===== src/rtl/rf_pkg.sv =====
// Shared definitions for the write-back register file and its scoreboard.
//   DATA_W / ADDR_W / NREG : register width, address width, register count
//   wdata_sel_e            : write-back data source select encoding
//   PEND_W / PEND_MAX      : width and ceiling of each pending-write counter
package rf_pkg;
  localparam int DATA_W   = 16;
  localparam int ADDR_W   = 4;
  localparam int NREG     = 2 ** ADDR_W;
  localparam int PEND_W   = 2;
  localparam int PEND_MAX = 3;

  typedef enum logic {
    WSEL_SRC = 1'b0,
    WSEL_MEM = 1'b1
  } wdata_sel_e;
endpackage


===== src/rtl/rf_scoreboard.sv =====
// Per-register pending-write counters for RAW hazard detection.
// Ports:
//   clk, rst_n            : clock, async active-low reset
//   issue_ok, issue_addr  : accepted issue from decode (increments)
//   wb_hit, wb_addr       : write-back retiring a write (decrements)
//   addr_a, addr_b        : queried read addresses
//   addr_c                : queried issue destination
//   busy_a/b              : pend[addr] != 0
//   last_a/b              : pend[addr] == 1 (next retire frees it)
//   full_c                : pend[addr_c] == PEND_MAX
module rf_scoreboard
  import rf_pkg::*;
(
  input  logic              clk,
  input  logic              rst_n,
  input  logic              issue_ok,
  input  logic [ADDR_W-1:0] issue_addr,
  input  logic              wb_hit,
  input  logic [ADDR_W-1:0] wb_addr,
  input  logic [ADDR_W-1:0] addr_a,
  input  logic [ADDR_W-1:0] addr_b,
  input  logic [ADDR_W-1:0] addr_c,
  output logic              busy_a,
  output logic              busy_b,
  output logic              last_a,
  output logic              last_b,
  output logic              full_c
);
  logic [NREG-1:0][PEND_W-1:0] pend;
  logic [NREG-1:0]             inc, dec;

  always_comb begin
    inc = '0;
    dec = '0;
    for (int r = 1; r < NREG; r++) begin
      inc[r] = issue_ok && (issue_addr == ADDR_W'(r));
      dec[r] = wb_hit   && (wb_addr    == ADDR_W'(r));
    end
  end

  // R0 is never pending: only reset touches pend[0].
  // Issue and retire on the same register cancel; a retire at zero is an
  // unscoreboarded write and leaves the count at zero.
  always_ff @(posedge clk or negedge rst_n) begin
    if (!rst_n) begin
      pend <= '0;
    end else begin
      for (int r = 1; r < NREG; r++) begin
        if (inc[r] && !dec[r])
          pend[r] <= pend[r] + 1'b1;
        else if (dec[r] && !inc[r] && pend[r] != '0)
          pend[r] <= pend[r] - 1'b1;
      end
    end
  end

  assign busy_a = pend[addr_a] != '0;
  assign busy_b = pend[addr_b] != '0;
  assign last_a = pend[addr_a] == PEND_W'(1);
  assign last_b = pend[addr_b] == PEND_W'(1);
  assign full_c = pend[addr_c] == PEND_W'(PEND_MAX);
endmodule


===== src/rtl/wb_regfile.sv =====
// Write-back stage register file: 16 x 16-bit array, two combinational read
// ports, and a pending-write scoreboard that stalls decode on RAW hazards.
// Optional macro WB_BYPASS_EN: forward the write-back data to same-cycle
// reads and let the retiring write-back release the stall a cycle earlier.
// Ports:
//   clk, rst_n                        : clock, async active-low reset
//   wb_wen, wb_waddr, wb_src_data,
//   wb_mem_data, wb_wdata_sel         : MEM/WB write-back controls and data
//   rd_addr_a/b, rd_use_a/b           : decode source addresses and use flags
//   rd_data_a/b                       : read data
//   id_issue, id_waddr                : decode issuing a register write
//   id_stall                          : hold decode this cycle
module wb_regfile
  import rf_pkg::*;
(
  input  logic              clk,
  input  logic              rst_n,
  input  logic              wb_wen,
  input  logic [ADDR_W-1:0] wb_waddr,
  input  logic [DATA_W-1:0] wb_src_data,
  input  logic [DATA_W-1:0] wb_mem_data,
  input  logic              wb_wdata_sel,
  input  logic [ADDR_W-1:0] rd_addr_a,
  input  logic [ADDR_W-1:0] rd_addr_b,
  input  logic              rd_use_a,
  input  logic              rd_use_b,
  output logic [DATA_W-1:0] rd_data_a,
  output logic [DATA_W-1:0] rd_data_b,
  input  logic              id_issue,
  input  logic [ADDR_W-1:0] id_waddr,
  output logic              id_stall
);
  logic [NREG-1:0][DATA_W-1:0] regs;
  logic [DATA_W-1:0]           wdata;
  logic                        wb_hit, issue_ok;
  logic                        busy_a, busy_b, last_a, last_b, full_c;
  logic                        blk_a, blk_b, hazard_a, hazard_b;

  assign wdata    = (wdata_sel_e'(wb_wdata_sel) == WSEL_MEM) ? wb_mem_data : wb_src_data;
  assign wb_hit   = wb_wen && (wb_waddr != '0);
  assign issue_ok = id_issue && !id_stall && (id_waddr != '0);

  // regs[0] is only ever cleared, so address 0 reads zero without a mux.
  always_ff @(posedge clk or negedge rst_n) begin
    if (!rst_n) begin
      regs <= '0;
    end else begin
      for (int r = 1; r < NREG; r++)
        if (wb_hit && wb_waddr == ADDR_W'(r)) regs[r] <= wdata;
    end
  end

  rf_scoreboard u_sb (
    .clk        (clk),
    .rst_n      (rst_n),
    .issue_ok   (issue_ok),
    .issue_addr (id_waddr),
    .wb_hit     (wb_hit),
    .wb_addr    (wb_waddr),
    .addr_a     (rd_addr_a),
    .addr_b     (rd_addr_b),
    .addr_c     (id_waddr),
    .busy_a     (busy_a),
    .busy_b     (busy_b),
    .last_a     (last_a),
    .last_b     (last_b),
    .full_c     (full_c)
  );

`ifdef WB_BYPASS_EN
  // The write-back retiring the last pending write satisfies the read now.
  assign rd_data_a = (wb_hit && wb_waddr == rd_addr_a) ? wdata : regs[rd_addr_a];
  assign rd_data_b = (wb_hit && wb_waddr == rd_addr_b) ? wdata : regs[rd_addr_b];
  assign blk_a     = busy_a && !(last_a && wb_hit && wb_waddr == rd_addr_a);
  assign blk_b     = busy_b && !(last_b && wb_hit && wb_waddr == rd_addr_b);
`else
  assign rd_data_a = regs[rd_addr_a];
  assign rd_data_b = regs[rd_addr_b];
  assign blk_a     = busy_a;
  assign blk_b     = busy_b;
`endif

  assign hazard_a = rd_use_a && (rd_addr_a != '0) && blk_a;
  assign hazard_b = rd_use_b && (rd_addr_b != '0) && blk_b;
  assign id_stall = hazard_a || hazard_b || (id_issue && full_c);
endmodule


===== config.mk =====
export PLATFORM = sky130hd
export DESIGN_NAME = wb_regfile
export DESIGN_NICKNAME = d
export VERILOG_FILES = /design/src/rtl/rf_pkg.sv /design/src/rtl/rf_scoreboard.sv /design/src/rtl/wb_regfile.sv
export SDC_FILE = /design/constraint.sdc
export NUM_CORES = 1
export LEC_CHECK = 0
export BUFFER_PORTS_ARGS = -buffer_cell sky130_fd_sc_hd__buf_2
export CAP_MARGIN = 25
export CORE_AREA = 5 5 164 166
export DETAILED_ROUTE_END_ITERATION = 10
export DIE_AREA = 0 0 169 171
export GPL_TIMING_DRIVEN = 0
export PLACE_DENSITY = 0.78
export SYNTH_ARGS = -nofsm -noshare
export SYNTH_HDL_FRONTEND = slang
export SYNTH_SLANG_ARGS = --single-unit

===== constraint.sdc =====
create_clock -name clk -period 4.3 [get_ports clk]
set_input_delay 0.86 -clock clk [delete_from_list [all_inputs] [get_ports clk]]
set_output_delay 0.86 -clock clk [all_outputs]
set_load 0.05 [all_outputs]

==> impl_metrics.json, run 1 <==
{
  "required_ps": 3440,
  "drc_errors": 0,
  "crit_chain": "buf_2 -> buf_2 -> clkbuf_4 -> clkbuf_4 -> clkbuf_4 -> mux4_2 -> mux4_2 -> buf_2",
  "core_area_mm2": 0.0255,
  "h-tree-depth": 1,
  "post-route-period-util": 0.985,
  "worst_slack_ps": 64.8,
  "drtIter0Drc": 1684,
  "grt_pass1_wl_um": 70600,
  "portBuffers": 81,
  "slew_violations": 0,
  "outcome": "complete, no violations",
  "nNetsFinal": 1530,
  "clk_latency_ps": 550,
  "cp_top_family": "buffers and inverters",
  "cts_hold_buf": 0,
  "num_vias": 12242,
  "overflow": 0,
  "globalplace.congestion": 0.972,
  "final_design_area_no_fill_mm2": 0.0168,
  "path_class": "input pin to output port",
  "tightest_slew_ps": 989,
  "crit_fanout": 10,
  "grt_max_degree": 79,
  "fin_util": 0.660,
  "drive_gt1_frac": 0.233,
  "wirelength_um": 46200,
  "first_pass_iters": 6,
  "io_pins": 88,
  "wl_per_cell_um": 25.2,
  "cts_tree": "done",
  "syn_inst": 1359,
  "pre_cts_ws_ps": -618,
  "antenna_left": 0,
  "cts_buffers": 29,
  "period_needed_ps": 4240,
  "p_leak_nw": 7.07,
  "yosysUniqueCellTypes": 61,
  "root_buffer": "clkbuf_16",
  "async_reset_ff_frac": 1.00,
  "antenna_found_initial": 2,
  "hold_path.class": "input pin to asynchronous set/reset pin",
  "initial_utilization": 0.582,
  "cts_sinks": 270,
  "fill_cells": 1976,
  "routed_via_density": 6.69,
  "avgSynthCellArea_um2": 10.9,
  "setup_viol": 0,
  "seqCellArea_mm2": 0.00676,
  "startpoint_type": "input pin",
  "antenna_cells": 0,
  "arrival_ps": 3380,
  "regToRegEndpoint": "u_sb.pend[16]",
  "fmax_ghz": 0.236,
  "die-area_mm2": 0.0289,
  "rsz0062_at_grt": "no",
  "ys_seq_area_frac": 0.456,
  "clockBufferDepth": 3,
  "synth-main-ff-cell": "dfrtp_1",
  "area_delta_synth_final_pct": 13.4,
  "path_clk_slew_ps": 60,
  "post_cts_buffers": 0,
  "core.rowCount": 59,
  "power_density_mw_per_mm2": 533,
  "dieHeight_um": 171,
  "ys_seq_elements": 270,
  "ff2ff_path_depth": 10,
  "crit_slowest_cell": "mux4_2",
  "syn_area_mm2": 0.0148,
  "first_global_vias": 11844,
  "die_w_um": 169,
  "ir_worst_vdd_uv": 409,
  "reg2reg_slack_ps": 1640,
  "post-dp-hpwl_um": 35000,
  "critPathBufInv": 6,
  "drv_cap": 0,
  "slowest_delay_ps": 550,
  "hold_viol_final": 0,
  "cp-end-kind": "output port",
  "maxSlewHeadroom": 0.338,
  "syn-num-nets": 1414,
  "r2r-start": "u_sb.pend[16]",
  "synth-edff-count": 0,
  "placed_cell_area_mm2": 0.0157,
  "grt_usage": 0.321,
  "skew_ps": 7.65,
  "multi_input_area_mm2": 0.00756,
  "yosys_warnings": 18
}
## cell usage in the layout (no fill, tap or decap), drive strengths merged, types with 3 or more instances in the layout
cell,count
a211oi,5
a21boi,4
a21o,3
a21oi,165
a22o,32
a2bb2oi,5
and2,8
and3,10
buf,105
bufinv,3
clkbuf,133
clkinv,8
dfrtp,270
inv,12
mux2,35
mux2i,20
mux4,134
nand2,106
nand2b,8
nand3,20
nand3b,3
nand4,12
nor2,206
nor2b,6
nor3,12
nor3b,9
o2111ai,3
o211ai,11
o21a,3
o21ai,94
o21bai,6
o22a,4
o2bb2ai,5
xnor2,5
## per-stage QoR
step           setup TNS (ps)  cells  hold WS [ps]  total power, mW
2_1_floorplan               0   1359           462             5.45
3_3_place_gp          -686160   1775           477             6.14
3_5_place_dp           -17360   1778           491             6.29
4_1_cts                     0   1830           212             8.89
5_1_grt                     0   1831           233             9.32
6_report                    0   1831           196             8.96
## cell usage after synthesis (all sizes together) (6+ instances only)
cell type / count / area [um2]
dfrtp: 270 / 6760
nor2: 206 / 773
a21oi: 165 / 826
mux4: 134 / 3020
nand2: 106 / 398
o21ai: 94 / 470
clkbuf: 85 / 319
mux2: 35 / 394
a22o: 32 / 280
buf: 31 / 155
mux2i: 20 / 200
nand3: 20 / 100
nand4: 12 / 75.1
nor3: 12 / 60.1
inv: 11 / 41.3
o211ai: 11 / 82.6
and3: 10 / 62.6
nor3b: 9 / 67.6
and2: 8 / 50.1
nand2b: 8 / 50.1
nor2b: 6 / 37.5
o21bai: 6 / 45.0
## report_power, final
| part | internal (mW) | switching [mW] | leakage (nW) |
|---|---|---|---|
| registers | 3.15 | 0.591 | 3.22 |
| logic | 1.17 | 1.46 | 3.36 |
| clock network | 1.53 | 1.05 | 0.490 |
| total | 5.85 | 3.10 | 7.07 |
## registers in the layout (all words and copies together), names as in the netlist
name       flops
regs         240
u_sb.pend     30
## repair_timing
| item | CTS | global route |
|---|---|---|
| endpoints found under the hold margin | 0 | 0 |
| setup endpoints to repair | 32 | 29 |
| gates resized for setup | 40 | 14 |
| cloned | 0 | 0 |
## cells by family (layout without fill, tap and decap cells)
group	Yosys count	count (layout)	share of synthesized area
AO/OA/AOI/OAI	358	358	0.143
XOR/XNOR	6	6	0.00354
multiplexers	189	189	0.244
buffers and inverters	127	264	0.0348
flip-flops	270	270	0.456
AND/OR/NAND/NOR	409	409	0.119
## worst register-to-register path, delay by kind of cell (launching register included)
| kind | cells | cell delay (ps) |
|---|---|---|
| AOI/OAI and AO/OA | 5 | 1200 |
| buffers and inverters | 3 | 550 |
| and+or+nand+nor | 2 | 430 |
| DFF | 1 | 370 |
## layout make-up
type,instances,area share
Tap cell,335,0.0249
Clock buffer,39,0.0496
Multi-Input combinational cell,962,0.449
Inverter,11,0.00246
Sequential cell,270,0.402
Timing Repair Buffer,85,0.0301
Buffer,116,0.0328
Clock inverter,13,0.00893
## routing by layer
metal  global-route usage  part of all wire  wire, um
met2                0.476              0.44     20500
met4               0.0728             0.025      1130
met5                    0           0.00074        34
met1                0.463              0.39     18100
met3                0.117              0.14      6450
## worst max path at each step
stage,startpoint,end,slack [ps],depth (start not counted)
finish,rd_addr_a[1],rd_data_a[4],60,8
global route,rd_addr_a[0],rd_data_a[15],20,6
CTS,rd_addr_b[0],rd_data_b[15],0.2,7
detailed placement,rd_addr_b[1],rd_data_b[2],-620,7
global placement,rst_n,regs[40],-2520,1
floorplan,rd_addr_b[1],rd_data_b[10],420,6
Note: power is estimated with default switching activity, not from simulation.
==> run 2: changes to the inputs <==
Settings changed: CORE_AREA 5 5 164 166 to 5 5 167 169, DIE_AREA 0 0 169 171 to 0 0 172 174, SYNTH_HIERARCHICAL set to 1.
==> impl_metrics.json, run 2 <==
{
  "outcome": "complete, no violations",
  "crit_chain": "buf_2 -> nor3b_1 -> clkbuf_1 -> a2111oi_0 -> a21oi_1 -> buf_2",
  "clockBufferDepth": 3,
  "tightest_slew_ps": 1130,
  "antenna_found_initial": 1,
  "routed_via_density": 7.03,
  "startpoint_type": "input pin",
  "critPathBufInv": 3,
  "die_w_um": 172,
  "h-tree-depth": 1,
  "cp-end-kind": "output port",
  "initial_utilization": 0.584,
  "grt_pass1_wl_um": 84700,
  "setup_viol": 0,
  "placed_cell_area_mm2": 0.0164,
  "first_pass_iters": 6,
  "required_ps": 3440,
  "nNetsFinal": 1698,
  "avgSynthCellArea_um2": 10.1,
  "post-dp-hpwl_um": 39900,
  "layout_commonest_cell": "dfrtp_1",
  "arrival_ps": 3330,
  "io_pins": 88,
  "num_vias": 14091,
  "hold_path.class": "input pin to asynchronous set/reset pin",
  "fmax_ghz": 0.239,
  "drv_cap": 0,
  "setup_tns_ps": 0,
  "slew_violations": 0,
  "maxSlewHeadroom": 0.226,
  "wl_per_cell_um": 28.3,
  "root_buffer": "clkbuf_16",
  "cts_hold_buf": 0,
  "path_common_cell": "buf_2",
  "p_leak_nw": 7.42,
  "yosys_warnings": 42,
  "top_regs": "regs (240), u_sb/pend (30)",
  "syn_area_mm2": 0.0154,
  "cp_top_family": "buffers and inverters",
  "overflow": 0,
  "syn-num-nets": 1577,
  "die-area_mm2": 0.0299,
  "dieHeight_um": 174,
  "ff2ff_path_depth": 12,
  "rsz0062_at_grt": "no",
  "power_density_mw_per_mm2": 495,
  "slowest_delay_ps": 810,
  "core.rowCount": 60,
  "cts_buffers": 30,
  "drive_gt1_frac": 0.203,
  "globalplace.congestion": 1.02,
  "crit_fanout": 10,
  "grt_max_degree": 100,
  "cts_sinks": 270,
  "syn_inst": 1522,
  "largest_reg_flops": 240,
  "cts_tree": "done",
  "grt_usage": 0.376,
  "portBuffers": 86,
  "first_global_vias": 14228,
  "wirelength_um": 56700,
  "area_delta_synth_final_pct": 12.5,
  "regToRegEndpoint": "u_sb/pend[16]",
  "skew_ps": 3.74,
  "post_cts_buffers": 0,
  "path_clk_slew_ps": 60,
  "ir_worst_vdd_uv": 388,
  "reg2reg_slack_ps": 860,
  "largest-register": "regs",
  "final_design_area_no_fill_mm2": 0.0174,
  "path_depth": 6,
  "core_area_mm2": 0.0264,
  "r2r-start": "u_sb/pend[13]",
  "drtIter0Drc": 1961,
  "post-route-period-util": 0.974,
  "drc_errors": 0,
  "hold_viol_final": 0,
  "clk_latency_ps": 560,
  "crit_slowest_cell": "nor3b_1",
  "period_needed_ps": 4190,
  "antenna_left": 0,
  "final_cell_mix": "dfrtp_1, nor2_1, a21oi_1",
  "ctsResizeCount": 0,
  "antenna_cells": 0,
  "path_class": "input pin to output port"
}
[run 2: cell count changes in the layout (fill, tap and decap cells not counted), moves of 19 or more]
cell     previous run  this run
o21ai_0            92        59
buf_2              92       132
nor2_1            206       225
mux4_2            134        72
a21oi_1           165       225
a22o_1             32         4
mux2i_1            20       122
o21ai_1             2        27
[run 2: how the worst max path moves through the flow]
stage	startpoint	slack, ps	to
2_1_floorplan	rd_addr_b[1]	290	u_sb/pend[7]
3_3_place_gp	rst_n	-2640	regs[251]
3_5_place_dp	rd_addr_b[0]	-50	u_sb/pend[30]
4_1_cts	rd_addr_b[0]	240	rd_data_b[8]
5_1_grt	rd_addr_b[0]	110	rd_data_b[8]
6_report	rd_addr_b[0]	110	rd_data_b[8]
[run 2: layout make-up]
| class | count | area [um2] |
|---|---|---|
| Fill cell | 2181 | 9050 |
| Multi-Input combinational cell | 1105 | 7980 |
| Sequential cell | 270 | 6760 |
| Clock buffer | 42 | 877 |
| Buffer | 128 | 638 |
| Timing Repair Buffer | 89 | 503 |
| Tap cell | 341 | 427 |
| Clock inverter | 11 | 130 |
| Inverter | 19 | 71.3 |
[run 2: metal layers]
metal	global-route usage	part of all wire	vias up
met1	0.473	0.36	6912
li1	-	-	5823
met4	0.224	0.075	2
met5	0	0.00019	-
met3	0.0992	0.11	256
met2	0.582	0.46	1098
[run 2: per-stage QoR]
stage | hold WS [ps] | worst slack, ps | power (mW) | util | cells
2_1_floorplan | 460 | 294 | 5.12 | - | 1522
3_3_place_gp | 480 | -2640 | 5.77 | 0.617 | 1949
3_5_place_dp | 492 | -50.6 | 5.87 | 0.620 | 1952
4_1_cts | 296 | 243 | 8.51 | 0.658 | 2005
5_1_grt | 316 | 114 | 8.93 | 0.658 | 2005
6_report | 261 | 110 | 8.60 | 0.658 | 2005
[run 2: worst reg2reg max path: stages, from the launching register on]
cell	delay, ps
dfrtp_1	460
mux4_2	490
nor2_1	100
nor2_1	50
nor3b_1	320
a31oi_1	70
a32oi_1	190
o21ai_1	100
nor2_1	270
nand3b_1	360
o311ai_0	660
o21ba_2	210
o21ai_1	50
[run 2: where the power goes]
part / switching (mW) / total [mW] / internal, mW
Combinational: 1.36 / 2.31 / 0.946
Clock: 1.08 / 2.67 / 1.59
Sequential: 0.507 / 3.62 / 3.12
==> run 3: changes to the inputs <==
Settings changed: CORE_AREA 5 5 167 169 to 2 2 173 175, DIE_AREA 0 0 172 174 to 0 0 175 177, PLACE_DENSITY 0.78 to 0.71, RECOVER_POWER set to 50.
==> impl_metrics.json, run 3 (synthesis gave the netlist of run 2 again) <==
{
  "outcome": "complete, but fails checks",
  "violations": "max-capacitance violations, max-slew violations",
  "first_global_vias": 13838,
  "overflow": 0,
  "initial_utilization": 0.528,
  "path_class": "input pin to output port",
  "dieHeight_um": 177,
  "ir_worst_vdd_uv": 365,
  "wirelength_um": 56100,
  "die-area_mm2": 0.0310,
  "crit_fanout": 10,
  "cp_top_family": "buffers and inverters",
  "place_inst": 2000,
  "placed_cell_area_mm2": 0.0164,
  "grt_usage": 0.368,
  "rsz0062_at_grt": "no",
  "drive_gt1_frac": 0.201,
  "crit_chain": "buf_2 -> buf_2 -> buf_4 -> buf_2 -> mux4_2 -> mux2i_1 -> a21oi_1 -> buf_2",
  "grt_pass1_wl_um": 84500,
  "largest-register": "regs",
  "setup_viol": 0,
  "power_density_mw_per_mm2": 493,
  "fill_cells": 2522,
  "area_delta_synth_final_pct": 12.8,
  "slowest_delay_ps": 420,
  "core.rowCount": 63,
  "drv_cap": 1,
  "layout_commonest_cell": "dfrtp_1",
  "nNetsFinal": 1697,
  "top_regs": "regs (240), u_sb/pend (30)",
  "arrival_ps": 3180,
  "post-route-period-util": 0.939,
  "post-dp-hpwl_um": 40500,
  "slew_violations": 88,
  "clockBufferDepth": 3,
  "cts_buffers": 30,
  "antenna_found_initial": 1,
  "largest_reg_flops": 240,
  "core_area_mm2": 0.0292,
  "io_pins": 88,
  "h-tree-depth": 1,
  "first_pass_iters": 8,
  "skew_ps": 7.91,
  "cts_tree": "done",
  "finalNonFillerCells": 2054,
  "required_ps": 3440,
  "die_w_um": 175,
  "clk_latency_ps": 560,
  "root_buffer": "clkbuf_16",
  "startpoint_type": "input pin",
  "final_cell_mix": "dfrtp_1, nor2_1, a21oi_1",
  "critPathBufInv": 5,
  "cp-end-kind": "output port",
  "routed_via_density": 6.70,
  "maxSlewHeadroom": -0.575,
  "path_clk_slew_ps": 60,
  "power_mw": 8.59,
  "fmax_ghz": 0.248,
  "post_cts_buffers": 0,
  "hold_path.class": "flip-flop to flip-flop",
  "cts_sinks": 270,
  "hold_viol_final": 0,
  "num_vias": 13756,
  "crit_slowest_cell": "buf_2",
  "wl_per_cell_um": 27.3,
  "ctsResizeCount": 0,
  "cts_hold_buf": 0,
  "drtIter0Drc": 1509,
  "portBuffers": 86,
  "grt_max_degree": 100,
  "antenna_left": 0,
  "drc_errors": 0,
  "hold-worst-slack_ps": 504,
  "p_leak_nw": 7.39,
  "tightest_slew_ps": 2360,
  "path_common_cell": "buf_2",
  "final_design_area_no_fill_mm2": 0.0174,
  "globalplace.congestion": 0.973,
  "period_needed_ps": 4040
}
[run 3: changes by cell type in the layout (fill, tap and decap cells not counted), sizes merged]
| cell | change |
|---|---|
| clkbuf | +4 |
| clkinv | -4 |
| buf | -3 |
| clkinvlp | +2 |
| diode | +1 |
[run 3: final timing paths]
path,from,end,slack [ps],cells after the start
setup reg to reg,u_sb/pend[2],u_sb/pend[31],770,12
hold reg to reg,regs[205],regs[205],500,2
max in group asynchronous,rst_n,regs[214],680,3
hold / removal,regs[205],regs[205],500,2
min in group asynchronous,rst_n,u_sb/pend[24],1000,1
setup / recovery,rd_addr_b[1],rd_data_b[14],260,8
[run 3: final cells by class]
type / instances / area, um2 / area share
antenna: 1 / 2.50 / 0.000144
buffer: 128 / 637 / 0.0366
clock buffer: 44 / 895 / 0.0514
clock inverter: 9 / 125 / 0.00718
inverter: 19 / 71.3 / 0.00410
multi-input combinational: 1105 / 7980 / 0.458
sequential: 270 / 6760 / 0.388
tap: 390 / 488 / 0.0280
timing repair buffer: 88 / 465 / 0.0267
[run 3: routing by layer]
metal / vias up / track usage / part of all wire
met5: - / 0 / 0
met4: 0 / 0.216 / 0.069
met3: 223 / 0.0683 / 0.095
met2: 877 / 0.593 / 0.46
met1: 6814 / 0.467 / 0.38
li1: 5842 / - / -
[run 3: stage by stage]
stage | TNS [ps] | setup slack, ps | utilization
after detailed placement | -734 | -128 | 0.562
after floorplan | 0 | 294 | -
after global routing | 0 | 83.1 | 0.595
final | 0 | 264 | 0.596
after CTS | 0 | 354 | 0.597
after global placement | -721710 | -2710 | 0.559
[run 3: power breakdown]
| group | switching, mW | total [mW] | internal (mW) |
|---|---|---|---|
| logic | 1.36 | 2.30 | 0.944 |
| registers | 0.506 | 3.62 | 3.12 |
| clock network | 1.05 | 2.66 | 1.61 |
[run 3: worst reg2reg max path: cells and delay by family, from the launching register on]
kind               cells  cell delay [ps]
AOI/OAI and AO/OA      6             1380
DFF                    1              460
muxes                  1              300
and+or+nand+nor        5             1300
